**config.mk**
```make
export PLATFORM = sky130hd
export DESIGN_NAME = mem_stage_ctrl
export DESIGN_NICKNAME = d
export VERILOG_FILES = /design/src/rtl/mem_pkg.sv /design/src/rtl/sp_unit.sv /design/src/rtl/mem_stage_ctrl.sv
export SDC_FILE = /design/constraint.sdc
export NUM_CORES = 1
export LEC_CHECK = 0
export ABC_AREA = 1
export CORE_MARGIN = 3
export CORE_UTILIZATION = 45
export DETAILED_ROUTE_END_ITERATION = 12
export PLACE_DENSITY = 0.84
export RECOVER_POWER = 100
export SLEW_MARGIN = 20
export SYNTH_ARGS = -nofsm -noshare
export SYNTH_HDL_FRONTEND = slang
export SYNTH_SLANG_ARGS = --single-unit
```
**constraint.sdc**
```tcl
create_clock -name clk -period 4 [get_ports clk]
set_input_delay 0.4 -clock clk [delete_from_list [all_inputs] [get_ports clk]]
set_output_delay 0.4 -clock clk [all_outputs]
set_load 0.01 [all_outputs]
```
**src/rtl/mem_pkg.sv**
```systemverilog
// Shared encodings for the memory-stage controller.
// Op codes, FSM states and address width.
package mem_pkg;

    localparam int AW = 20;

    typedef enum logic [2:0] {
        OP_NOP    = 3'b000,
        OP_LOAD   = 3'b001,
        OP_STORE  = 3'b010,
        OP_PUSH16 = 3'b011,
        OP_POP16  = 3'b100,
        OP_PUSH32 = 3'b101,
        OP_POP32  = 3'b110,
        OP_RSVD   = 3'b111
    } op_e;

    typedef enum logic {
        S_IDLE    = 1'b0,
        S_RD_WAIT = 1'b1
    } state_e;

    function automatic logic is_read(op_e op);
        return (op == OP_LOAD) || (op == OP_POP16) || (op == OP_POP32);
    endfunction

endpackage

```
**src/rtl/sp_unit.sv**
```systemverilog
// Stack pointer register with +/-1 and +/-2 updates.
// Arithmetic wraps modulo 2^AW.
module sp_unit
    import mem_pkg::*;
#(
    parameter logic [AW-1:0] SP_INIT = 20'h003FE
) (
    input  logic          clk,
    input  logic          reset_b,
    input  logic          inc1,
    input  logic          dec1,
    input  logic          inc2,
    input  logic          dec2,
    output logic [AW-1:0] sp
);

    logic [AW-1:0] delta;

    always_comb begin
        delta = '0;
        unique case (1'b1)
            inc1:    delta = AW'(1);
            dec1:    delta = '1;
            inc2:    delta = AW'(2);
            dec2:    delta = ~AW'(1);
            default: delta = '0;
        endcase
    end

    always_ff @(posedge clk or negedge reset_b) begin
        if (!reset_b) begin
            sp <= SP_INIT;
        end else begin
            sp <= sp + delta;
        end
    end

endmodule

```
**src/rtl/mem_stage_ctrl.sv**
```systemverilog
// Memory-stage controller: load/store and stack ops to a
// synchronous data memory with a one-cycle read wait state.
module mem_stage_ctrl
    import mem_pkg::*;
#(
    parameter logic [AW-1:0] SP_INIT = 20'h003FE
) (
    input  logic          clk,
    input  logic          reset_b,
    input  logic          i_valid,
    output logic          o_ready,
    input  logic [2:0]    i_op,
    input  logic          i_en32,
    input  logic [AW-1:0] i_ea,
    input  logic [31:0]   i_wdata,
    output logic          o_mem_read,
    output logic          o_mem_write,
    output logic          o_mem_en32,
    output logic [AW-1:0] o_mem_address,
    output logic [31:0]   o_mem_wdata,
    input  logic [31:0]   i_mem_rdata,
    output logic [31:0]   o_rdata,
    output logic          o_rdata_valid,
    output logic [AW-1:0] o_sp
);

    state_e        state;
    state_e        state_nxt;
    op_e           op;
    logic          accept;
    logic          rd_en32;
    logic          inc1, dec1, inc2, dec2;
    logic [AW-1:0] sp_p1;
    logic [AW-1:0] sp_m1;

    assign op      = op_e'(i_op);
    assign o_ready = reset_b && (state == S_IDLE);
    assign accept  = i_valid && o_ready;
    assign sp_p1   = o_sp + AW'(1);
    assign sp_m1   = o_sp - AW'(1);

    sp_unit #(
        .SP_INIT (SP_INIT)
    ) u_sp (
        .clk     (clk),
        .reset_b (reset_b),
        .inc1    (inc1),
        .dec1    (dec1),
        .inc2    (inc2),
        .dec2    (dec2),
        .sp      (o_sp)
    );

    always_comb begin
        o_mem_read    = 1'b0;
        o_mem_write   = 1'b0;
        o_mem_en32    = 1'b0;
        o_mem_address = '0;
        o_mem_wdata   = '0;
        inc1          = 1'b0;
        dec1          = 1'b0;
        inc2          = 1'b0;
        dec2          = 1'b0;
        state_nxt     = S_IDLE;
        if (accept) begin
            case (op)
                OP_LOAD: begin
                    o_mem_read    = 1'b1;
                    o_mem_address = i_ea;
                    o_mem_en32    = i_en32;
                end
                OP_STORE: begin
                    o_mem_write   = 1'b1;
                    o_mem_address = i_ea;
                    o_mem_en32    = i_en32;
                    o_mem_wdata   = i_wdata;
                end
                OP_PUSH16: begin
                    o_mem_write   = 1'b1;
                    o_mem_address = o_sp;
                    o_mem_wdata   = {16'h0, i_wdata[15:0]};
                    dec1          = 1'b1;
                end
                OP_POP16: begin
                    o_mem_read    = 1'b1;
                    o_mem_address = sp_p1;
                    inc1          = 1'b1;
                end
                OP_PUSH32: begin
                    o_mem_write   = 1'b1;
                    o_mem_en32    = 1'b1;
                    o_mem_address = sp_m1;
                    o_mem_wdata   = i_wdata;
                    dec2          = 1'b1;
                end
                OP_POP32: begin
                    o_mem_read    = 1'b1;
                    o_mem_en32    = 1'b1;
                    o_mem_address = sp_p1;
                    inc2          = 1'b1;
                end
                default: ;
            endcase
            if (is_read(op)) state_nxt = S_RD_WAIT;
        end
    end

    // Read data arrives during RD_WAIT; 16-bit results are zero-extended
    always_ff @(posedge clk or negedge reset_b) begin
        if (!reset_b) begin
            state         <= S_IDLE;
            rd_en32       <= 1'b0;
            o_rdata       <= '0;
            o_rdata_valid <= 1'b0;
        end else begin
            state         <= state_nxt;
            o_rdata_valid <= (state == S_RD_WAIT);
            if (accept && o_mem_read) rd_en32 <= o_mem_en32;
            if (state == S_RD_WAIT) begin
                o_rdata <= rd_en32 ? i_mem_rdata
                                   : {16'h0, i_mem_rdata[15:0]};
            end
        end
    end

endmodule

```
=== Word-level counts from Yosys, hierarchy flattened ===
Cells that the tools add are included.

* Muxes and demuxes: 22
* $add $sub $neg: 3
* Equal/unequal tests: 6
* Reduce and logical (&&, ||, !) cells: 11
* Bitwise operators: 1

{| class="wikitable"
|+ Operators by type and width
! kind !! number
|-
| 20-bit case mux with 4 select lines || 2
|-
| 32-bit two-way mux || 2
|-
| 32-bit case mux with 2 select lines || 1
|-
| 20-bit by 1-bit adder with 20-bit output, second input constant || 1
|-
| 20-bit adder || 1
|-
| 20-bit two-way mux || 1
|-
| 20-bit by 1-bit subtractor with 20-bit output, second input constant || 1
|-
| 1-bit two-way mux || 15
|-
| 3-bit == test, second input constant || 3
|-
| 2-bit OR reduction || 4
|-
| 3-bit by 2-bit == test with 1-bit output, second input constant || 2
|-
| 3-bit OR reduction || 2
|-
| 3-bit by 1-bit == test with 1-bit output, second input constant || 1
|-
| 1-bit logical AND || 3
|-
| 1-bit logical OR || 2
|-
| 1-bit case mux with 2 select lines || 1
|-
| 1-bit NOT || 1
|}

* Word-level logic and storage cells: 48
* Flip-flop bits (word level): 55
* Bits of input ports: 91
* Output and inout port bits: 109

=== Longest topological paths before layout ===
Gate-level depths: netlist of run 1.

* Depth in word-level cells: 6
* Depth in mapped cells: 17
* Gate-level depth less buffers: 17

=== Hierarchy ===
From an unflattened synthesis of run 1, not the netlist that was laid out.

* Cell total of the unflattened synthesis: 896
* Area total of the unflattened synthesis: 5477.8 sq um

{| class="wikitable"
|+ Modules (own cells, without submodules)
! module !! times used !! sequential area each (sq um) !! area an instance (sq um) !! cells each
|-
| mem_stage_ctrl || 1 || 875.8 || 3577.2 || 605
|-
| sp_unit || 1 || 511.7 || 1900.6 || 291
|}

=== Worst setup path after synthesis of run 1 ===
No wires, ideal clock.

* Kind: input -> register
* Start: input i_op[2]
* End: register u_sp.sp[16]
* Required time: 3869 ps
* Data arrival time: 3114 ps
* Slack: 755 ps
* Stages: 13
* Setup time: 131 ps
* Cell sequence: buf_2 nor2_1 buf_2 nor2_1 nor2_1 ha_1 a21oi_1 nand2_1 a21oi_1 o21ai_0 a21oi_1 o21ai_0 xor2_1

* Cells in the longest elaborated chain, start to end: 5

{| class="wikitable"
|+ RTL lines
! what !! RTL line !! source
|-
| start: declaration || mem_stage_ctrl.sv:12 || <nowiki>input logic [2:0] i_op,</nowiki>
|-
| 3-bit == test / 3-bit by 2-bit == test with 1-bit output (equally long branches) || mem_stage_ctrl.sv:66 || <nowiki>case (op)</nowiki>
|-
| 1-bit two-way mux || mem_stage_ctrl.sv:66 ||
|-
| 1-bit two-way mux || mem_stage_ctrl.sv:65 || <nowiki>if (accept) begin</nowiki>
|-
| 20-bit case mux with 4 select lines (*) || sp_unit.sv:21 || <nowiki>unique case (1'b1)</nowiki>
|-
| 20-bit adder (*) || sp_unit.sv:34 || <nowiki>sp <= sp + delta;</nowiki>
|-
| end signal: assignment || sp_unit.sv:34 ||
|-
| end: declaration || sp_unit.sv:14 || <nowiki>output logic [AW-1:0] sp</nowiki>
|}

Mark *: on every way between the ends. The rest lies on a longest branch, timed or not.
A chain may end at the register's enable or synchronous reset.

=== Final worst setup path of run 1 ===
* Start: input i_op[2]
* End: output o_mem_address[2]

* Cells in the longest elaborated chain, start to end: 4

{| class="wikitable"
|+ RTL lines
! what !! RTL line !! source
|-
| 3-bit == test, or another cell as far along || mem_stage_ctrl.sv:66 ||
|-
| 2-bit OR reduction (no source line) || - ||
|-
| 20-bit case mux with 4 select lines (*) || mem_stage_ctrl.sv:66 ||
|-
| 20-bit two-way mux (*) || mem_stage_ctrl.sv:65 ||
|-
| end: declaration || mem_stage_ctrl.sv:19 || <nowiki>output logic [AW-1:0] o_mem_address,</nowiki>
|}

Marks and branches as above.

==> results, run 1 <==
- The share of total power dissipated in sequential elements is 0.294.
- The final reports fail on max-capacitance violations, max-slew violations.
- The global-route wire length before repair is 27.5 mm.
- The fill cell instance count of the final layout is 908.
- The via density per instance is 5.25.
- Averaged over all synthesized cells, the footprint is 6.56 µm².
- After the last flow step, the layout net total stands at 1072.
- The die covers 0.0124 mm².
- The number of gates given a new drive strength after cts is 0.
- Summing all multi-input logic gate instances after layout gives 0.00306 mm².
- Buffers inserted during clock tree synthesis total 5.
- In the post-synthesis netlist, the biggest area contributors are sky130_fd_sc_hd__dfrtp_1, sky130_fd_sc_hd__nand2_1, sky130_fd_sc_hd__inv_1.
- Of the available clock period, the critical path in the final layout requires 0.942.
- The clock tree synthesis step divided the H-tree into 2 levels.
- For this design, the CTS-stage hold fixing added 0 buffers.
- Clock latency on the worst-skew pair, taken at its later pin, is 0.32 ns.
- The floorplan die width is 112 µm.
- The number of DRC violations after detailed-routing iteration 0 is 352.
- The gate count of the mapped netlist is 764.
- Static timing analysis puts the maximum clock frequency at 0.265 GHz.
- The overall die height is 112 µm.
- The relative max-transition margin is -0.932.
- The half-perimeter wire length after placement is 13.9 mm.
- For this run, the register share of the synthesized area comes to 0.277.
- The last weighted congestion value of the routability-driven placer is 0.971.
- In the synthesized netlist the dominant register cell turns out to be sky130_fd_sc_hd__dfrtp_1.
- Leaving out filler cells and counting taps, the final layout contains 1097.
- The top-area cell type share of the netlist area is 0.230.
- The number of antenna cells inserted is 0.
- Of the total power, the share spent switching nets is 0.485.
- The global router's overall resource usage is 0.265.
- Summed over all failing endpoints, the final setup total negative slack is 0 ns.
- The final count of pins violating max slew is 106.
- The number of flops mapped to enable cells by yosys is 0.
- The number of warnings issued by yosys is 0.
- In this run the worst path has a maximum fanout of 19.
- The count of buffers added by post-CTS timing repair for setup is 0.
- The detailed router placed 5759 vias in this run.
- Cell internal power was estimated by the tool at 1810 µW.
- The storage element area is 0.00139 mm².
- The critical path endpoint category is an output port.
- The flow ran to the end, but the final reports show violations.
- Relative to the synthesized area, the layout overhead comes to 44.1%.
- The unique cell type count in the Yosys netlist is 41.
- The initial core utilization is 0.475.
- The reported max-cap violation count is 2.
- VDD sags by at most 0.000307 V.
- TritonCTS built the clock tree.
- Entering global routing, the biggest net connects 56 pins.
- The final worst hold slack is 0.509 ns.
- The biggest area contributor in the post-synthesis netlist is sky130_fd_sc_hd__dfrtp_1.
- The total clock sinks is 55.
- The worst path in the final design needs a cycle of 3.77 ns, including I/O delays and setup.
- The launching element type of the critical path is an input pin.
- The flip-flop and latch count after synthesis is 55.
- OpenSTA, run right after detailed placement, puts the worst setup slack at 0.328 ns.
- The final count of negative-setup-slack endpoints is 0.
- The number of antenna violations at the first check in global routing came to 0.
- Counting every net in the synthesized netlist gives 876.
- The cell area power density is 487 mW/mm².
- The commonest cells after synthesis are sky130_fd_sc_hd__nand2_1, sky130_fd_sc_hd__inv_1, sky130_fd_sc_hd__nor2_1.
- The quantity of I/O buffers inserted on ports is 199.
- The maximum buffer depth of the clock tree is 2.
- The critical path class is input pin to output port.
- Of the cells placed in the final design, the portion with a size suffix greater than 1 is 0.0760.
- The share of total power dissipated in the clock network is 0.096.
- The post-placement cell count is 1089.
- In this run the worst hold path is classified as register to register.
- Setup repair after global routing left no endpoint under its margin.
- The worst-margin pin slew is 2.90 ns.
- The share of synthesized registers carrying an async set or reset is 1.00.
- The wire length per cell is 15.6 µm.
- The library cell used as clock root buffer is sky130_fd_sc_hd__clkbuf_8.
- For the final database, setup skew stands at 0.0165 ns.
- The number of antenna-violating nets in the routed design is 0.
- Among all cell types in the netlist, the one instantiated most often is sky130_fd_sc_hd__nand2_1.
- Wires add up to 17.1 mm.
- In this run the power spent charging and discharging nets is 1700 µW.
- The total grt overflow is 0.
- The count of final hold-check violations is 0.
- For the worst setup path, the data required time is 3.60 ns.
- The via count of the first global-routing pass is 5463.
- The worst setup slack after layout is 0.233 ns.
- The number of placed I/O pins is 200.
- The number of detailed-route iterations in the first pass is 5.
- At the worst endpoint, the arrival time is 3.37 ns.
- In this run the static leakage power is 0.00352 µW.
- The initialized floorplan defines 37 standard-cell rows.
- The post-detailed-route DRC marker count is 0.
- Of the total power, combinational logic draws 0.609.
- The floorplan step defined a core boundary enclosing 0.0106 mm².
- The post-synth design cell area is 0.00501 mm².
- After clock tree synthesis, the clock-pin slew on the worst setup and hold paths is 0.10 ns.
[registers in the layout, summed over array words and instances (netlist names)]
| register | flops |
|---|---|
| o_rdata | 32 |
| o_rdata_valid | 1 |
| rd_en32 | 1 |
| state | 1 |
| u_sp.sp | 20 |
[cell type report]
| type | count | area share |
|---|---|---|
| well taps | 136 | 0.0236 |
| clock inverters | 2 | 0.00277 |
| inverters | 110 | 0.0575 |
| repair buffers | 214 | 0.289 |
| clock buffers | 6 | 0.0114 |
| flip-flops and latches | 55 | 0.192 |
| multi-input cells | 574 | 0.423 |
[worst max-delay path: stages]
cell and delay (ns):
sky130_fd_sc_hd__dlygate4sd3_1 0.70, sky130_fd_sc_hd__clkbuf_1 0.53, sky130_fd_sc_hd__nand2_1 0.15, sky130_fd_sc_hd__inv_1 0.09, sky130_fd_sc_hd__clkbuf_2 0.38, sky130_fd_sc_hd__o21ai_0 0.15
sky130_fd_sc_hd__a21oi_1 0.18, sky130_fd_sc_hd__a221oi_1 0.07, sky130_fd_sc_hd__nor2_1 0.10, sky130_fd_sc_hd__dlygate4sd3_1 0.60
[per-layer routing]
metal,vias to the layer above,track usage,wire [µm]
li1,2867,-,-
met1,2663,0.357,7260
met2,210,0.453,8340
met3,19,0.0408,1180
met4,0,0.0576,279
met5,-,0,0
[power groups by stage]
stage	combinational, µW	sequential [µW]	clock (µW)
global placement	2170	1050	0
floorplan	1270	1050	0
finish	2140	1030	338
CTS	2210	1040	347
detailed placement	2190	1050	0
global route	2380	1060	371
[cell usage in the layout (no fill, tap or decap), types with 20 or more instances in the layout]
master,n
sky130_fd_sc_hd__nand2_1,192
sky130_fd_sc_hd__ha_1,20
sky130_fd_sc_hd__a21oi_1,32
sky130_fd_sc_hd__clkdlybuf4s50_1,102
sky130_fd_sc_hd__inv_1,107
sky130_fd_sc_hd__o21ai_0,42
sky130_fd_sc_hd__nand3_1,80
sky130_fd_sc_hd__dlygate4sd3_1,96
sky130_fd_sc_hd__dfrtp_1,46
sky130_fd_sc_hd__nor2_1,86
[through the flow]
step,cell area [µm²],total power [µW],util
6_report,7220,3510,0.684
3_5_place_dp,7150,3250,0.677
2_1_floorplan,5010,2320,-
4_1_cts,7250,3600,0.687
5_1_grt,7220,3820,0.684
3_3_place_gp,7150,3210,0.677
[path summary, 6_finish.rpt]
check                       startpoint               end  slack (ns)  cells past startpoint
setup / recovery               i_op[2]  o_mem_address[2]        0.23                     10
hold / removal             o_rdata[15]       o_rdata[15]        0.51                      1
setup reg to reg                 state       u_sp.sp[16]        1.03                     12
hold reg to reg            o_rdata[15]       o_rdata[15]        0.51                      1
max in group asynchronous      reset_b       u_sp.sp[18]        1.16                      2
min in group asynchronous      reset_b       u_sp.sp[14]        1.22                      2
[logic make-up (layout without fill, tap and decap cells)]
logic type / after synthesis / in the layout / share of synthesized area
flip-flops: 55 / 55 / 0.277
adder cells (fa/ha/maj): 21 / 21 / 0.0539
multiplexers: 16 / 16 / 0.0360
buffers and inverters: 135 / 332 / 0.112
AND/OR/NAND/NOR: 409 / 409 / 0.360
XOR/XNOR: 20 / 20 / 0.0350
AO/OA/AOI/OAI: 108 / 108 / 0.127
No activity file was read; power rests on OpenSTA's default activity.
==> run 2, diff against run 1 <==
--- a/config.mk
+++ b/config.mk
@@ -8,6 +8,7 @@
 export ABC_AREA = 1
 export CORE_MARGIN = 3
 export CORE_UTILIZATION = 45
+export CTS_CLUSTER_SIZE = 24
 export DETAILED_ROUTE_END_ITERATION = 12
 export PLACE_DENSITY = 0.84
 export RECOVER_POWER = 100
==> results of run 2 <==
Final layout, timing and power as in run 1 (identical DEF).
